--- src/rtl/fib_pkg.sv ---
// Shared definitions for the recursive Fibonacci controller: state encoding,
// operand width and the packed stack-frame layout.
package fib_pkg;

  localparam int unsigned N_W = 3;

  typedef enum logic [2:0] {
    S_IDLE = 3'd0,
    S_CALL = 3'd1,
    S_SUB1 = 3'd2,
    S_SUB2 = 3'd3,
    S_RET  = 3'd4,
    S_DONE = 3'd5
  } state_t;

  // Frame = {acc, phase, n}; n and phase sit low so their offsets do not move with RES_W.
  localparam int unsigned N_LSB   = 0;
  localparam int unsigned PH_BIT  = N_W;
  localparam int unsigned ACC_LSB = N_W + 1;

  function automatic int unsigned frame_w(input int unsigned res_w);
    return ACC_LSB + res_w;
  endfunction

endpackage

--- src/rtl/fib_stack.sv ---
// LIFO of recursion frames. Push/pop move the stack pointer; wr_top rewrites the
// top frame in place; clr discards every frame at the start of a new computation.
module fib_stack #(
  parameter int unsigned DEPTH = 8,
  parameter int unsigned FW    = 12,
  parameter int unsigned SP_W  = $clog2(DEPTH + 1)
) (
  input  logic            clk,
  input  logic            rst,
  input  logic            clr,
  input  logic            push,
  input  logic            pop,
  input  logic            wr_top,
  input  logic [FW-1:0]   din,
  output logic [FW-1:0]   top,
  output logic [SP_W-1:0] sp,
  output logic            full,
  output logic            empty
);

  localparam int unsigned IDX_W = (DEPTH > 1) ? $clog2(DEPTH) : 1;

  logic [FW-1:0]    mem [DEPTH];
  logic [IDX_W-1:0] top_idx;
  logic [IDX_W-1:0] wr_idx;

  assign top_idx = IDX_W'(sp - SP_W'(1));
  assign wr_idx  = push ? IDX_W'(sp) : top_idx;
  assign top     = mem[top_idx];
  assign full    = (sp == SP_W'(DEPTH));
  assign empty   = (sp == '0);

  always_ff @(posedge clk or posedge rst) begin
    if (rst) begin
      sp <= '0;
    end else if (clr) begin
      sp <= '0;
    end else if (push) begin
      sp <= sp + SP_W'(1);
    end else if (pop) begin
      sp <= sp - SP_W'(1);
    end
  end

  // Frame storage needs no reset: nothing is read below the stack pointer.
  always_ff @(posedge clk) begin
    if (push || wr_top) begin
      mem[wr_idx] <= din;
    end
  end

endmodule

--- src/rtl/fib_controller.sv ---
// Recursive fib(n) sequencer: walks an explicit frame stack, drives the external
// shared subtractor for n-1 / n-2, and sums partial results with a local adder.
module fib_controller
  import fib_pkg::*;
#(
  parameter int unsigned DEPTH = 8,
  parameter int unsigned RES_W = 8
) (
  input  logic             clk,
  input  logic             rst,
  input  logic             start,
  input  logic [2:0]       n_in,
  output logic             busy,
  output logic             done,
  output logic [RES_W-1:0] result,
  output logic             err,
  output logic [2:0]       sub_a,
  output logic [2:0]       sub_b,
  input  logic [2:0]       sub_s
);

  localparam int unsigned FW   = frame_w(RES_W);
  localparam int unsigned SP_W = $clog2(DEPTH + 1);

  state_t           state;
  logic [N_W-1:0]   cur_n;
  logic [RES_W-1:0] ret_val;
  logic [RES_W-1:0] sum;

  logic             clr, push, pop, wr_top, full, empty;
  logic [FW-1:0]    din, top_f;
  logic [SP_W-1:0]  sp;
  logic [N_W-1:0]   top_n;
  logic             top_ph;
  logic [RES_W-1:0] top_acc;

  assign top_n   = top_f[N_LSB +: N_W];
  assign top_ph  = top_f[PH_BIT];
  assign top_acc = top_f[ACC_LSB +: RES_W];
  assign sum     = top_acc + ret_val;

  always_comb begin
    clr    = (state == S_IDLE) && start;
    push   = (state == S_CALL) && (cur_n >= N_W'(2)) && !full;
    wr_top = (state == S_RET) && !empty && !top_ph;
    pop    = (state == S_RET) && !empty && top_ph;
    din    = '0;
    if (push) begin
      din[N_LSB +: N_W] = cur_n;
    end else begin
      din[N_LSB +: N_W]     = top_n;
      din[PH_BIT]           = 1'b1;
      din[ACC_LSB +: RES_W] = ret_val;
    end
  end

  fib_stack #(
    .DEPTH (DEPTH),
    .FW    (FW),
    .SP_W  (SP_W)
  ) u_stack (
    .clk    (clk),
    .rst    (rst),
    .clr    (clr),
    .push   (push),
    .pop    (pop),
    .wr_top (wr_top),
    .din    (din),
    .top    (top_f),
    .sp     (sp),
    .full   (full),
    .empty  (empty)
  );

  // sub_a/sub_b are registered, so they are loaded on entry to SUB1/SUB2 and
  // the subtractor result is valid for capture throughout that SUB cycle.
  always_ff @(posedge clk or posedge rst) begin
    if (rst) begin
      state   <= S_IDLE;
      busy    <= 1'b0;
      done    <= 1'b0;
      err     <= 1'b0;
      result  <= '0;
      sub_a   <= '0;
      sub_b   <= '0;
      cur_n   <= '0;
      ret_val <= '0;
    end else begin
      done  <= 1'b0;
      sub_a <= '0;
      sub_b <= '0;
      case (state)
        S_IDLE: begin
          if (start) begin
            cur_n <= n_in;
            err   <= 1'b0;
            busy  <= 1'b1;
            state <= S_CALL;
          end
        end
        S_CALL: begin
          if (cur_n < N_W'(2)) begin
            ret_val <= RES_W'(cur_n);
            state   <= S_RET;
          end else if (full) begin
            err     <= 1'b1;
            ret_val <= '0;
            result  <= '0;
            done    <= 1'b1;
            state   <= S_DONE;
          end else begin
            sub_a <= cur_n;
            sub_b <= 3'd1;
            state <= S_SUB1;
          end
        end
        S_SUB1, S_SUB2: begin
          cur_n <= sub_s;
          state <= S_CALL;
        end
        S_RET: begin
          if (empty) begin
            result <= ret_val;
            done   <= 1'b1;
            state  <= S_DONE;
          end else if (!top_ph) begin
            cur_n <= top_n;
            sub_a <= top_n;
            sub_b <= 3'd2;
            state <= S_SUB2;
          end else begin
            ret_val <= sum;
          end
        end
        S_DONE: begin
          busy  <= 1'b0;
          state <= S_IDLE;
        end
        default: begin
          busy  <= 1'b0;
          state <= S_IDLE;
        end
      endcase
    end
  end

  always_ff @(posedge clk) begin
    if (push) assert (sp < SP_W'(DEPTH));
  end

endmodule

--- config.mk ---
export PLATFORM = sky130hd
export DESIGN_NAME = fib_controller
export DESIGN_NICKNAME = d
export VERILOG_FILES = /design/src/rtl/fib_pkg.sv /design/src/rtl/fib_stack.sv /design/src/rtl/fib_controller.sv
export SDC_FILE = /design/constraint.sdc
export NUM_CORES = 1
export LEC_CHECK = 0
export BUFFER_PORTS_ARGS = -buffer_cell sky130_fd_sc_hd__clkbuf_2
export CAP_MARGIN = 10
export CORE_UTILIZATION = 35
export CTS_BUF_LIST = sky130_fd_sc_hd__clkbuf_4 sky130_fd_sc_hd__clkbuf_8 sky130_fd_sc_hd__clkbuf_16
export DETAILED_ROUTE_END_ITERATION = 12
export GPL_TIMING_DRIVEN = 0
export PLACE_DENSITY = 0.54
export SYNTH_ARGS = -nofsm -noshare
export SYNTH_HDL_FRONTEND = slang
export SYNTH_SLANG_ARGS = --single-unit
--- constraint.sdc ---
create_clock -name clk -period 5.6 [get_ports clk]
set_input_delay 0 -clock clk [delete_from_list [all_inputs] [get_ports clk]]
set_output_delay 0 -clock clk [all_outputs]
set_load 0.01 [all_outputs]
Yosys cells after proc, flatten, opt, wreduce, memory -nomap -nowiden
Memory sizes are Yosys's and may differ from the RTL's.
Cells that the tools add are included.
Widths: inputs -> output; s select.
- output and inout bits: 17
- memories: 1
- bits in writable memories: 96
- memory bits (read-only): 0
- input port bits: 9
- bits in registers: 35
- bits in latches: 0
- word-level logic and storage cells: 101
- memory list (name ; depth ; width ; rd ports ; clocked after Yosys merged registers in ; write ports ; RTL line ; RTL):
    u_stack.mem ; 8 ; 12 ; 1 ; 0 ; 1 ; fib_stack.sv:23 ; logic [FW-1:0] mem [DEPTH];
- divide/modulo/power cells: 0
- reduce and logical (&&, ||, !) cells: 24
- add/subtract/negate cells: 3
- order comparisons: 2
- eq/ne operators: 14
- multipliers: 0
- bitwise logic cells: 1
- shifts and indexed selects: 0
- mux-type cells: 46
- operator list (kind ; number):
    $mux 8 ; 6
    $mux 3 ; 14
    $pmux 8 s2 ; 2
    $reduce_and 4->1 ; 4
    $ne 2x2->1 const B ; 7
    $mux 4 ; 3
    $pmux 3 s4 ; 1
    $mux 1 ; 11
    $mux 9 ; 1
    $pmux 3 s3 ; 1
    $add 8x8->8 ; 1
    $eq 3x2->1 const B ; 2
    $logic_and 1x1->1 ; 6
    $pmux 1 s2 ; 3
    $pmux 3 s2 ; 1
    $reduce_bool 3->1 ; 2
    $add 4x1->4 const B ; 1
    $eq 4x4->1 const B ; 1
    $logic_not 4->1 ; 1
    $mux 2 ; 2
    $pmux 2 s2 ; 1
    $reduce_and 2->1 ; 2
    $reduce_bool 2->1 ; 2
    $reduce_or 4->1 ; 1
    12 further kinds ; 14

Logic depth before layout (Yosys ltp)
- word-level depth: 7
- depth in mapped cells: 17
- mapped depth without buffers: 12

Cells and area by module
From an unflattened synthesis, not the netlist that was laid out.
- cell total of the unflattened synthesis: 385
- area total of the unflattened synthesis: 5844.4 um^2
- modules (own cells, without submodules) (module ; area an instance (um^2) ; cells each ; sequential area each (um^2) ; times used):
    fib_stack ; 4085.2 ; 196 ; 2982.9 ; 1
    fib_controller ; 1759.2 ; 189 ; 750.7 ; 1

Worst setup path before layout
No wires, ideal clock.
- path kind: reg2reg
- start: reg u_stack.sp[0]
- end: reg ret_val[5]
- setup slack: 1.495 ns
- period minus slack after synthesis: 4.105 ns
- required time: 5.479 ns
- library setup time: 0.121 ns
- cell stages (with the launch flop): 18
- arrival time: 3.984 ns
- buffers on the path: 6
- path through: dfrtp_1 > buf_6 > buf_2 > buf_2 > inv_1 > ha_1 > buf_2 > buf_2 > buf_1 > mux4_2 > mux2i_1 > inv_1 > ha_1 > a21o_1 > a21oi_1 > o21ai_0 > xor2_1 > a22o_1
- longest elaborated chain between the ends: 6
- elaborated cells on any way between the ends: 12
- those cells by class: add/sub (2); eq/ne (4); mux (3); reduce/logical (2); memory (1)
- RTL lines (item ; RTL line ; RTL):
    start: declaration ; fib_stack.sv:16 ; output logic [SP_W-1:0] sp,
    start signal: assignment ; fib_stack.sv:39 ; sp <= sp + SP_W'(1);
    start signal: assignment ; fib_stack.sv:41 ; sp <= sp - SP_W'(1);
    $sub 4x1->4 ; -- ;
    $mem_v2 8x12 ; -- ;
    $add 8x8->8 ; fib_controller.sv:40 ; assign sum = top_acc + ret_val;
    $mux 8 ; fib_controller.sv:126 ; end else if (!top_ph) begin
    $mux 8 ; fib_controller.sv:122 ; if (empty) begin
    $pmux 8 s2 ; fib_controller.sv:92 ; case (state)
    end signal: assignment ; fib_controller.sv:103 ; ret_val <= RES_W'(cur_n);
    end signal: assignment ; fib_controller.sv:132 ; ret_val <= sum;
    end: declaration ; fib_controller.sv:27 ; logic [RES_W-1:0] ret_val;
Parallel ways exist; a longest one is shown, timed or not. The select of a mux whose other input is x is not followed.
A chain may end at the register's enable or synchronous reset.

Worst setup path after layout
Ends and elaborated chain as after synthesis.

==> run_results.csv <==
group,metric,value,unit
run_status,status,"finished, final reports clean",
worst_setup_path,endpoint_kind,"flip-flop",
finish,syn2layout_area_growth,19.2,%
worst_setup_path,worst_r2r_endpoint,"ret_val[5]",
min_path,holdCritPathClass,"input pin to flip-flop",
die,design.portCount,26,
worst_setup_path,cp-start-kind,"flip-flop",
sta,max-slew-margin-rel,38.6,%
min_path,hold_start,"sub_s[2]",
drt,drtAntennaViolNets,0,
drt,drt_pre_antenna_iters,5,
synth,postSynthNetCount,407,
synth,synth_seq_area_share,64.5,%
synth,synthesis.instances,386,
synth,ys_async_sr_fraction,26.2,%
finish,layout.core_utilization,43.1,%
finish,antenna-diode-count,0,
flow_run,drv.max_cap_violation_count,0,
die,initial_utilization,36.2,%
synth,synth_area,5790,µm²
worst_setup_path,critical_path.reg2reg.startpoint,"u_stack.sp[0]",
sta,timing_max_transition_violations_final,0,
synth,synth_largest_area_cell,"sky130_fd_sc_hd__edfxtp_1",
die,placeableCoreArea,16000,µm²
power_and_ir_drop,power.ir.vdd_worst,214,µV
min_path,hold-path-endpoint,"cur_n[2]",
drt,route.detailed.drc,0,
placed_design,place.port_buffers,24,
sta,period_needed,4860,ps
drt,wire_per_inst,18.2,µm
finish,drive_gt1_share,24.7,%
sta,finalSetupViolations,0,
global_routing,grt_start_max_net_pins,24,
clock_network,master_cell_of_the_clock_root_buffer,"sky130_fd_sc_hd__clkbuf_16",
clock_network,worst_setup_hold_path_clk_slew,60,ps
sta,final.hold.worst_slack,19.4,ps
sta,worstMarginPinSlew,912,ps
die,die_width,131,µm
global_routing,grt_pass1_wl,19.6,mm
sta,rsz0062_at_grt,"false",
clock_network,cts.sinks,130,
sta,hold_violations,0,
sta,finClkSkew,6.02,ps
power_and_ir_drop,power.static_leakage,0.00260,µW
sta,max_freq,0.206,GHz
finish,fill_cells,1497,
die,rows,46,
global_routing,number_of_global_route_vias_before_repair,3539,
synth,syn_avg_cell_area,15.0,µm²
power_and_ir_drop,power_total,4450,µW
drt,num_vias,3404,
drt,vias_per_cell,5.09,
global_routing,global_route_total_usage_across_every_layer,16.2,%
synth,yosysUniqueCellTypes,61,
placed_design,gp_routability_congestion,0.783,
clock_network,cts_setup_buffers,0,
finish,multi_input_combinational_cell_area,1880,µm²
worst_setup_path,reg2reg_slack,740,ps
synth,synth_top_area_share,49.8,%
global_routing,global_route.overflow_total,0,
min_path,min_path_cells,4,
synth,synth-edff-count,96,
clock_network,max-clock-path-buffers,2,
clock_network,numCtsBuffers,17,
synth,yosysWarningCount,0,
worst_setup_path,worstRegToRegCells,16,
sta,period_share,86.7,%
drt,detailedRoute.firstIterationViolations,241,
die,die_y,131,µm
finish,layout_common_cells,"96 x sky130_fd_sc_hd__edfxtp_1, 34 x sky130_fd_sc_hd__dfrtp_1, 24 x sky130_fd_sc_hd__o21ai_0, 24 x sky130_fd_sc_hd__clkbuf_2, 23 x sky130_fd_sc_hd__inv_1",
clock_network,clock_insertion_delay_worst_skew,420,ps
clock_network,ctsResizeCount,0,
worst_setup_path,path_class,"flip-flop to flip-flop",
clock_network,htreeDepth,4,
worst_setup_path,cp_required,5900,ps
worst_setup_path,cp_max_fo,19,
power_and_ir_drop,p_per_area,645,nW/µm²
global_routing,grt_antenna_before_repair,0,
synth,yosys_register_bits,130,
die,fp.dieArea,17100,µm²
finish,num-nets-final,461,
finish,ff_latch_area,3730,µm²
placed_design,dp.final_hpwl,8.31,mm
finish,mostFrequentLayoutCell,"sky130_fd_sc_hd__edfxtp_1",
clock_network,tritoncts,"yes",
worst_setup_path,worstPathArrival,5160,ps
synth,synth-main-ff-cell,"sky130_fd_sc_hd__edfxtp_1",
synth,ys_top_cells_by_area,"sky130_fd_sc_hd__edfxtp_1 50%, sky130_fd_sc_hd__dfrtp_1 15%, sky130_fd_sc_hd__mux4_2 8.2%",
drt,postRouteWirelength,12.1,mm
## cell type report
| cell class | instances | share of cell area, % |
|---|---|---|
| repair buffers | 36 | 3.88 |
| plain buffers | 17 | 1.29 |
| multi-input cells | 214 | 27.3 |
| inverters | 24 | 1.31 |
| clock inverters | 15 | 2.01 |
| flip-flops and latches | 130 | 54.1 |
| well taps | 216 | 3.92 |
| clock buffers | 17 | 6.17 |
## stage by stage
stage / instance area (µm²) / setup slack (ps) / TNS [ps] / instances
floorplan: 5790 / 1500 / 0 / 386
global placement: 6180 / -36.5 / -432 / 626
detailed placement: 6280 / 255 / 0 / 633
CTS: 6880 / 232 / 0 / 668
global route: 6900 / 291 / 0 / 669
finish: 6900 / 743 / 0 / 669
## where the power goes
part / internal (µW) / switching [µW]
sequential: 1420 / 105
clock: 649 / 409
combinational: 786 / 1090
## repair_timing
item	4_1_cts	5_1_grt
hold endpoints to repair	37	0
hold buffers	3	0
setup endpoints to repair	0	2
## routing by layer
layer  global-route usage, %  wire (µm)  part of all wire [%]
met1                    21.5       5580                    46
met2                    25.5       5890                    48
met3                    3.42        431                   3.5
met4                    7.30        242                   2.0
met5                       0          0                     0
## worst max-delay path by stage
stage / start / endpoint / slack, ps
finish: u_stack.sp[0] / ret_val[5] / 740
global route: u_stack.sp[0] / ret_val[5] / 290
CTS: u_stack.sp[0] / ret_val[5] / 230
detailed placement: u_stack.sp[0] / ret_val[5] / 250
global placement: u_stack.sp[0] / u_stack.mem[0][8] / -40
floorplan: u_stack.sp[0] / ret_val[5] / 1500
## worst max-delay path, cell delays in order, from the launching register on
cell and delay, ps:
sky130_fd_sc_hd__dfrtp_1 380, sky130_fd_sc_hd__buf_6 180, sky130_fd_sc_hd__buf_2 390, sky130_fd_sc_hd__buf_2 400, sky130_fd_sc_hd__inv_1 160, sky130_fd_sc_hd__ha_1 340
sky130_fd_sc_hd__buf_2 270, sky130_fd_sc_hd__buf_2 490, sky130_fd_sc_hd__mux4_2 390, sky130_fd_sc_hd__mux2i_1 360, sky130_fd_sc_hd__inv_1 90, sky130_fd_sc_hd__ha_1 290
sky130_fd_sc_hd__a21o_1 190, sky130_fd_sc_hd__a21oi_1 270, sky130_fd_sc_hd__o21ai_0 170, sky130_fd_sc_hd__xor2_1 160, sky130_fd_sc_hd__a22o_1 200
## Yosys cell counts (all sizes together), types with 3 or more instances
master	n
edfxtp	96
dfrtp	34
o21ai	26
inv	24
mux4	24
nand2	18
nor2	16
a21oi	14
ha	11
nand3	11
buf	10
mux2	10
nor3	10
clkbuf	8
mux2i	8
a22o	7
and2	6
a21o	3
a22oi	3
nor2b	3
o21a	3
xnor2	3
xor2	3
## state kept, by name, summed over array words and instances (netlist names)
| signal | flops |
|---|---|
| busy | 1 |
| cur_n | 3 |
| done | 1 |
| err | 1 |
| result | 8 |
| ret_val | 8 |
| state | 3 |
| sub_a | 3 |
| sub_b | 2 |
| u_stack.mem | 96 |
| u_stack.sp | 4 |
## kinds of logic after synthesis
| logic type | after synthesis | synth area share [%] |
|---|---|---|
| AOI/OAI and AO/OA | 74 | 8.45 |
| xor gates and xnor gates | 6 | 1.04 |
| adders and majority gates | 12 | 2.72 |
| buffers and inverters | 42 | 3.16 |
| DFF | 130 | 64.5 |
| muxes | 42 | 12.9 |
| other | 1 | 0.0648 |
| and+or+nand+nor | 79 | 7.13 |
Power figures use the tool's default switching activity.
